### src/rtl/kl8e_iot_responder.sv
// kl8e_iot_responder: PDP-8/e KL8E console keyboard/teleprinter IOT responder with 8N1 UART.
// Define KL8E_INTERRUPT_EN to enable the interrupt request and the KIE (6035) enable register.
module kl8e_iot_responder #(
  parameter int CLKS_PER_BIT = 868,
  parameter logic [4:0] EXEC_STATE = 5'h0B
) (
  input  logic        clk,
  input  logic        resetn,
  input  logic        clear,
  input  logic [4:0]  state,
  input  logic [0:11] instruction,
  input  logic [0:11] ac,
  input  logic        UF,
  input  logic        rx,
  output logic        tx,
  output logic        skip,
  output logic [0:11] ac_out,
  output logic        ac_clr,
  output logic        ac_or,
  output logic        interrupt
);
  localparam int CW = $clog2(CLKS_PER_BIT);
  typedef enum logic [1:0] {IDLE, START, DATA, STOP} st_t;
  st_t tx_st, tx_nx, rx_st, rx_nx;
  logic [CW-1:0] tx_cnt, rx_cnt;
  logic [2:0] tx_bit, rx_bit, fn;
  logic [7:0] tx_sh, rx_sh, kbuf;
  logic kflag, tflag, rx_s1, rx_s2;
  logic exec, kdev, tdev, tx_go, tx_end, tx_last, rx_tick, rx_ok;
  logic unused;
  assign unused = &ac[0:3];
  assign fn = instruction[9:11];
  assign exec = state == EXEC_STATE && instruction[0:2] == 3'b110 && !UF;
  assign kdev = exec && instruction[3:8] == 6'o03;
  assign tdev = exec && instruction[3:8] == 6'o04;
  assign tx_go = tdev && (fn == 3'd4 || fn == 3'd6);
  assign tx_end = tx_cnt == CW'(CLKS_PER_BIT - 1);
  assign tx_last = tx_st == STOP && tx_end;
  assign tx = tx_st == START ? 1'b0 : tx_st == DATA ? tx_sh[0] : 1'b1;
  // the start re-check lands at half a bit, so later ticks fall mid-bit
  assign rx_tick = rx_cnt == (rx_st == START ? CW'(CLKS_PER_BIT / 2 - 1) : CW'(CLKS_PER_BIT - 1));
  assign rx_ok = rx_st == STOP && rx_tick && rx_s2;
  always_comb begin
    tx_nx = tx_st;
    case (tx_st)
      IDLE:    tx_nx = tx_go ? START : IDLE;
      START:   tx_nx = tx_end ? DATA : START;
      DATA:    tx_nx = tx_end && tx_bit == 3'd7 ? STOP : DATA;
      default: tx_nx = tx_end ? IDLE : STOP;
    endcase
  end
  always_comb begin
    rx_nx = rx_st;
    case (rx_st)
      IDLE:    rx_nx = rx_s2 ? IDLE : START;
      START:   rx_nx = rx_tick ? (rx_s2 ? IDLE : DATA) : START;
      DATA:    rx_nx = rx_tick && rx_bit == 3'd7 ? STOP : DATA;
      default: rx_nx = rx_tick ? IDLE : STOP;
    endcase
  end
  always_ff @(posedge clk or negedge resetn) begin
    if (!resetn) begin
      tx_st <= IDLE;
      rx_st <= IDLE;
      tx_cnt <= '0;
      rx_cnt <= '0;
      tx_bit <= '0;
      rx_bit <= '0;
      tx_sh <= '0;
      rx_sh <= '0;
      kbuf <= '0;
      kflag <= 1'b0;
      tflag <= 1'b0;
      rx_s1 <= 1'b1;
      rx_s2 <= 1'b1;
      skip <= 1'b0;
      ac_out <= '0;
      ac_clr <= 1'b0;
      ac_or <= 1'b0;
    end else begin
      tx_st <= tx_nx;
      rx_st <= rx_nx;
      tx_cnt <= tx_st == IDLE || tx_end ? '0 : tx_cnt + 1'b1;
      rx_cnt <= rx_st == IDLE || rx_tick ? '0 : rx_cnt + 1'b1;
      tx_bit <= tx_st == DATA && tx_end ? tx_bit + 1'b1 : tx_bit;
      rx_bit <= rx_st == DATA && rx_tick ? rx_bit + 1'b1 : rx_bit;
      tx_sh <= tx_st == IDLE && tx_go ? ac[4:11] : tx_st == DATA && tx_end ? tx_sh >> 1 : tx_sh;
      rx_sh <= rx_st == DATA && rx_tick ? {rx_s2, rx_sh[7:1]} : rx_sh;
      kbuf <= rx_ok ? rx_sh : kbuf;
      kflag <= rx_ok | (kflag & ~(clear | (kdev && (fn == 3'd0 || fn == 3'd2 || fn == 3'd6))));
      tflag <= tx_last | (tdev && fn == 3'd0) | (tflag & ~(clear | (tdev && (fn == 3'd2 || fn == 3'd6))));
      rx_s1 <= rx;
      rx_s2 <= rx_s1;
      skip <= kdev && fn == 3'd1 ? kflag : tdev && fn == 3'd1 ? tflag : tdev && fn == 3'd5 ? tflag | kflag : 1'b0;
      ac_out <= kdev && (fn == 3'd4 || fn == 3'd6) ? {4'b0, kbuf} : 12'o0;
      ac_clr <= kdev && (fn == 3'd2 || fn == 3'd6);
      ac_or <= kdev && (fn == 3'd4 || fn == 3'd6);
    end
  end
`ifdef KL8E_INTERRUPT_EN
  logic ie;
  always_ff @(posedge clk or negedge resetn) begin
    if (!resetn) begin
      ie <= 1'b1;
      interrupt <= 1'b0;
    end else begin
      ie <= clear ? 1'b1 : kdev && fn == 3'd5 ? ac[11] : ie;
      interrupt <= ie & (kflag | tflag);
    end
  end
`else
  assign interrupt = 1'b0;
`endif
endmodule

### config.mk
export PLATFORM = sky130hd
export DESIGN_NAME = kl8e_iot_responder
export DESIGN_NICKNAME = d
export VERILOG_FILES = /design/src/rtl/kl8e_iot_responder.sv
export SDC_FILE = /design/constraint.sdc
export NUM_CORES = 1
export LEC_CHECK = 0
export ABC_AREA = 0
export CAP_MARGIN = 20
export CORE_ASPECT_RATIO = 1.75
export CORE_UTILIZATION = 45
export DETAILED_ROUTE_END_ITERATION = 7
export PLACE_DENSITY = 0.69
export SYNTH_ARGS = -nofsm -noshare
export SYNTH_HDL_FRONTEND = slang
export SYNTH_SLANG_ARGS = --single-unit
### constraint.sdc
create_clock -name clk -period 3.6 [get_ports clk]
set_clock_uncertainty 0.2 [all_clocks]
set_input_delay 0.72 -clock clk [delete_from_list [all_inputs] [get_ports clk]]
set_output_delay 0.72 -clock clk [all_outputs]
set_load 0.005 [all_outputs]
# == Word-level counts from Yosys, hierarchy flattened ==
# Cells that the tools add are included.
# totals
output_inout_bits,17
regBits,69
# classes
n_reduce_logical,32
muxes,22
bitwise_logic,10
n_eq_ne,19
add_sub_neg,4
# ops
cell,count
$mux W10,3
$mux W8,3
$logic_and A1 B1 Y1,21
$add A10 B1 Y10 const B,2
$eq A3 B3 Y1 const B,6
$pmux W2 S3,2
$eq A10 B10 Y1,1
$eq A10 B10 Y1 const B,1
$mux W2,5
$mux W1,9
$eq A2 B2 Y1 const B,4
$add A3 B1 Y3 const B,2
$eq A6 B2 Y1 const B,1
$eq A6 B3 Y1 const B,1
$logic_or A1 B1 Y1,6
$or A1 B1 Y1,6
$eq A5 B4 Y1 const B,1
$eq A2 B1 Y1 const B,2
$logic_not A2 Y1,2
$eq A3 B1 Y1 const B,1
$eq A3 B2 Y1 const B,1
$logic_not A3 Y1,1
$and A1 B1 Y1,2
$not A1 Y1,2
2 further kinds,2

# == Depth between registers and ports, before layout ==
# depth
depth_word,9
ltp_mapped,6
depth_no_buf,5

# == Worst setup path before layout ==
# No wires, ideal clock.
# synth_path
path_kind,input to register
start,input port UF
end,register tx_sh[0]
path_slack_ps,1081
setup_ps,126
arrival_ps,2192
cell_stages,4
path_cell_list,or4b_1 > nor4_4 > a21oi_2 > a221o_1
# synth_via
elab_chain_cells,6
# synth_rtl
item,line,source
start: declaration,13,"input logic UF,"
$logic_not A1 Y1 *,33,assign exec = state == EXEC_STATE && instruction[0:2] == 3'b110 && !UF;
$logic_and A1 B1 Y1 *,33,
$logic_and A1 B1 Y1 *,35,assign tdev = exec && instruction[3:8] == 6'o04;
$logic_and A1 B1 Y1 *,36,assign tx_go = tdev && (fn == 3'd4 || fn == 3'd6);
$logic_and A1 B1 Y1 *,87,tx_sh <= tx_st == IDLE && tx_go ? ac[4:11] : tx_st == DATA && tx_end ? tx_sh >> 1 : tx_sh;
$mux W8 / $reduce_bool A2 Y1 (equally long branches),-,
end signal: assignment,87,
end: declaration,27,"logic [7:0] tx_sh, rx_sh, kbuf;"
# Mark *: on every way between the ends. The rest lies on a longest branch, timed or not.
# A chain may end at the register's enable or synchronous reset.

# == Worst setup path after layout ==
# layout_path
start,input port UF
end,register tx_sh[5]
# Same word-level chain as after synthesis.

==> key figures <==
Run status
  – Run status: finished clean

Run
  – Max-cap violations: 0

Critical path
  – Worst EP arrival: approximately 2.8 ns
  – Crit Path Class: in -> reg
  – CP Launch Type: primary input
  – Max stage delay on crit path: approximately 0.61 ns
  – Reg2Reg Setup Slack: around 0.94 ns
  – CP cell instances: clkdlybuf4s50_1 > or4b_1 > nor4_4 > a21oi_2 > a221o_1
  – WP data required: 3.61 ns
  – Critical path buffer and inverter count: 1
  – Slowest stage cell, crit path: or4b_1
  – Crit-path max FO: 9
  – CP Capture Type: register
  – Crit path max-delay family: simple AND/OR/NAND/NOR gates

STA
  – Tmin final: around 2.7 ns
  – Setup_tns: 0 ns
  – Final hold viol count: 0
  – Unrepaired setup endpoints after global routing: no
  – Final-report max-slew violation count: 0
  – # setup viols final: 0
  – Min Hold Slack: 0.156 ns
  – Final Cycle Share: about 76%
  – Max_slew headroom: a little over two fifths
  – Fmax achieved: roughly 360 MHz
  – Actual slew at the worst max-slew pin: around 0.85 ns

Synth
  – Primary FF master, synth: dfrtp_1
  – Avg Cell Area, Syn: roughly 12 sq um
  – Post-synth EDFFs: 0
  – Syn Std Cell Area: 3110 sq um
  – Synthesized instance count: between 200 and 300
  – Post-synthesis sequential area ratio: between 50% and 60%
  – Synth cell types: 46
  – Async S/R FF share, synth: 100%
  – Total of warnings raised by yosys: 0
  – Number of synthesized register bits: 69

Drt
  – Initial DRT Pass Iterations: 4
  – Remaining antenna violation count after routing: 0
  – Drt drc: 0
  – DR vias/cell: about 5.3
  – Routed len/inst: between 10 and 15 microns
  – Initial DRC count: between 100 and 150
  – Vias post-DR: 2,047
  – Detailed Route WL: 5470 microns

Placement
  – Final HPWL DP: ~3800 microns
  – GP Congestion: ~0.77
  – IO buf count: 41

Global route
  – Global-route wire length before repair: 9570 microns
  – Total overflow reported by the global router: 0
  – Tot GR Track Use: 17.7%
  – Vias in the first global route: 2,123
  – Initial antenna violation count: 0
  – Largest net degree at the start of global routing: 70

Clock network
  – Clk Tree Root Cell: clkbuf_16
  – CTS Buf Count: 9
  – CTS tree: done
  – Clock sinks: a little under 70
  – Post-CTS Setup Bufs: 0
  – CTS resizes: 0
  – Clock Pin Slew Worst Setup and Hold Paths: around 0.050 ns
  – Clk Latency, worst-skew pair: approximately 0.33 ns
  – CTS Hold Bufs: 0
  – H-tree depth: 3
  – CTS max path bufs: 2

Power and ir drop
  – Pwr/cell area: 441 nW/um^2
  – Final total power: 1.71 mW
  – Leakage Power: 1.80 nW
  – Worst vdd rail ir drop: slightly below 0.0003 V

Floorplan
  – Rows: 39
  – Ports: 51
  – Die Ht: ~110 microns
  – Initial core utilization: ~47%
  – Std-Cell Core Area: 6590 sq um
  – Die width: 64.8 microns
  – Die area: between 7000 and 8000 sq um

Finish
  – Fillcell total: approximately 560
  – Layout cells sized above 1: 16.6%
  – Inserted Diodes: 0
  – Fin nets: between 300 and 400
  – Area Overhead vs Synth: 25.1%
  – Area of the multi-input gates: 1300 sq um
  – Sequential Area: around 1700 sq um

Min path
  – Worst hold path class: reg -> reg
[path summary, 6_finish.rpt]
| kind | cells past startpoint | endpoint | startpoint |
|---|---|---|---|
| worst max-delay path | 5 | tx_sh[5] | UF |
| worst min-delay path | 0 | rx_s2 | rx_s1 |
| worst max register to register | 4 | rx_sh[2] | rx_st[1] |
| worst min register to register | 0 | rx_s2 | rx_s1 |
| max in group asynchronous | 2 | ac_out[9] | resetn |
| min in group asynchronous | 2 | rx_cnt[4] | resetn |
[power breakdown]
group | total [mW] | leakage, nW | internal (mW) | switching (mW)
sequential | 0.779 | 0.937 | 0.778 | 0.000865
clock | 0.878 | 0.147 | 0.567 | 0.311
combinational | 0.0545 | 0.710 | 0.0298 | 0.0247
[cells in the final DEF (no fill, tap or decap), types with 2 or more instances in the layout]
cell type	instances
nor3_1	10
and2_1	10
clkbuf_8	2
nor2_1	21
a21oi_1	4
and3_1	12
nand4_1	6
conb_1	5
clkbuf_16	9
a32o_1	2
xnor2_1	4
mux2_2	19
buf_4	3
xor2_1	15
dfstp_2	2
dfrtp_1	67
nand3_1	10
nand2b_1	4
nand4bb_1	2
a211o_1	2
and4_1	3
ha_1	6
nor3b_1	2
clkinv_2	2
mux2_1	2
a221o_1	7
clkdlybuf4s50_1	40
a31o_2	2
inv_1	7
nand2_1	6
or3b_2	2
[cell usage after synthesis (all sizes together) (2+ instances only)]
library cell / count / area (sq um)
nand4bb: 2 / 22.5
a211oi: 2 / 27.5
and3: 12 / 75.1
a32o: 2 / 20.0
nor3: 11 / 60.1
nand3: 10 / 50.1
a221o: 7 / 70.1
a211o: 2 / 17.5
inv: 7 / 26.3
nor2: 21 / 78.8
buf: 9 / 63.8
nor3b: 2 / 15.0
a31o: 2 / 17.5
or3b: 2 / 17.5
nand2b: 4 / 25.0
nand4: 6 / 37.5
ha: 6 / 75.1
dfrtp: 67 / 1680
mux2: 21 / 236
and4: 3 / 26.3
and2: 10 / 62.6
nand2: 6 / 22.5
or4b: 2 / 20.0
xnor2: 4 / 35.0
a21oi: 5 / 28.8
nor4: 2 / 27.5
xor2: 15 / 131
dfstp: 2 / 52.6
[state kept, by name, summed over array words and instances (netlist names), 2 cells and up]
| name | cells |
|---|---|
| ac_out | 8 |
| kbuf | 8 |
| rx_bit | 3 |
| rx_cnt | 10 |
| rx_sh | 8 |
| rx_st | 2 |
| tx_bit | 3 |
| tx_cnt | 10 |
| tx_sh | 8 |
| tx_st | 2 |
[layout make-up]
type                            count  share of cell area, %
Timing Repair Buffer               44                   11.0
Clock inverter                      4                   1.22
Multi-Input combinational cell    172                   33.4
Tap cell                           82                   2.64
Sequential cell                    69                   44.5
Inverter                            7                  0.677
Clock buffer                       11                   6.51
[metrics by stage]
step | std cells | setup slack [ns] | area, sq um | util, %
3_3_place_gp | 374 | 0.524 | 3580 | 54.4
5_1_grt | 389 | 0.757 | 3880 | 59.0
6_report | 389 | 0.858 | 3880 | 59.0
3_5_place_dp | 374 | 0.497 | 3580 | 54.4
2_1_floorplan | 258 | 1.08 | 3120 | -
4_1_cts | 389 | 0.856 | 3880 | 59.0
[per-layer routing]
layer | part of all wire (%) | up-vias | GRT usage, %
li1 | - | 1000 | -
met1 | 41 | 1002 | 19.4
met2 | 54 | 35 | 30.1
met3 | 2.9 | 10 | 4.30
met4 | 2.8 | 0 | 10.2
met5 | 0 | - | 0
[kinds of logic (layout without fill, tap and decap cells)]
logic type | count (synthesis) | count (layout) | synth area share [%]
AO/OA/AOI/OAI | 23 | 23 | 7.17
XOR/XNOR | 19 | 19 | 5.36
adder cells (fa/ha/maj) | 6 | 6 | 2.42
buffers and inverters | 17 | 66 | 3.02
flip-flops | 69 | 69 | 55.7
multiplexers | 21 | 21 | 7.61
other | 1 | 5 | 0.121
AND/OR/NAND/NOR | 98 | 98 | 18.6
[worst register-to-register path: cells and delay by family (launching register included)]
family | cells | cell delay (ns)
muxes | 1 | 0.41
DFF | 1 | 0.43
AOI/OAI and AO/OA | 1 | 0.82
and+or+nand+nor | 2 | 0.67
Note: power is estimated with default switching activity, not from simulation.
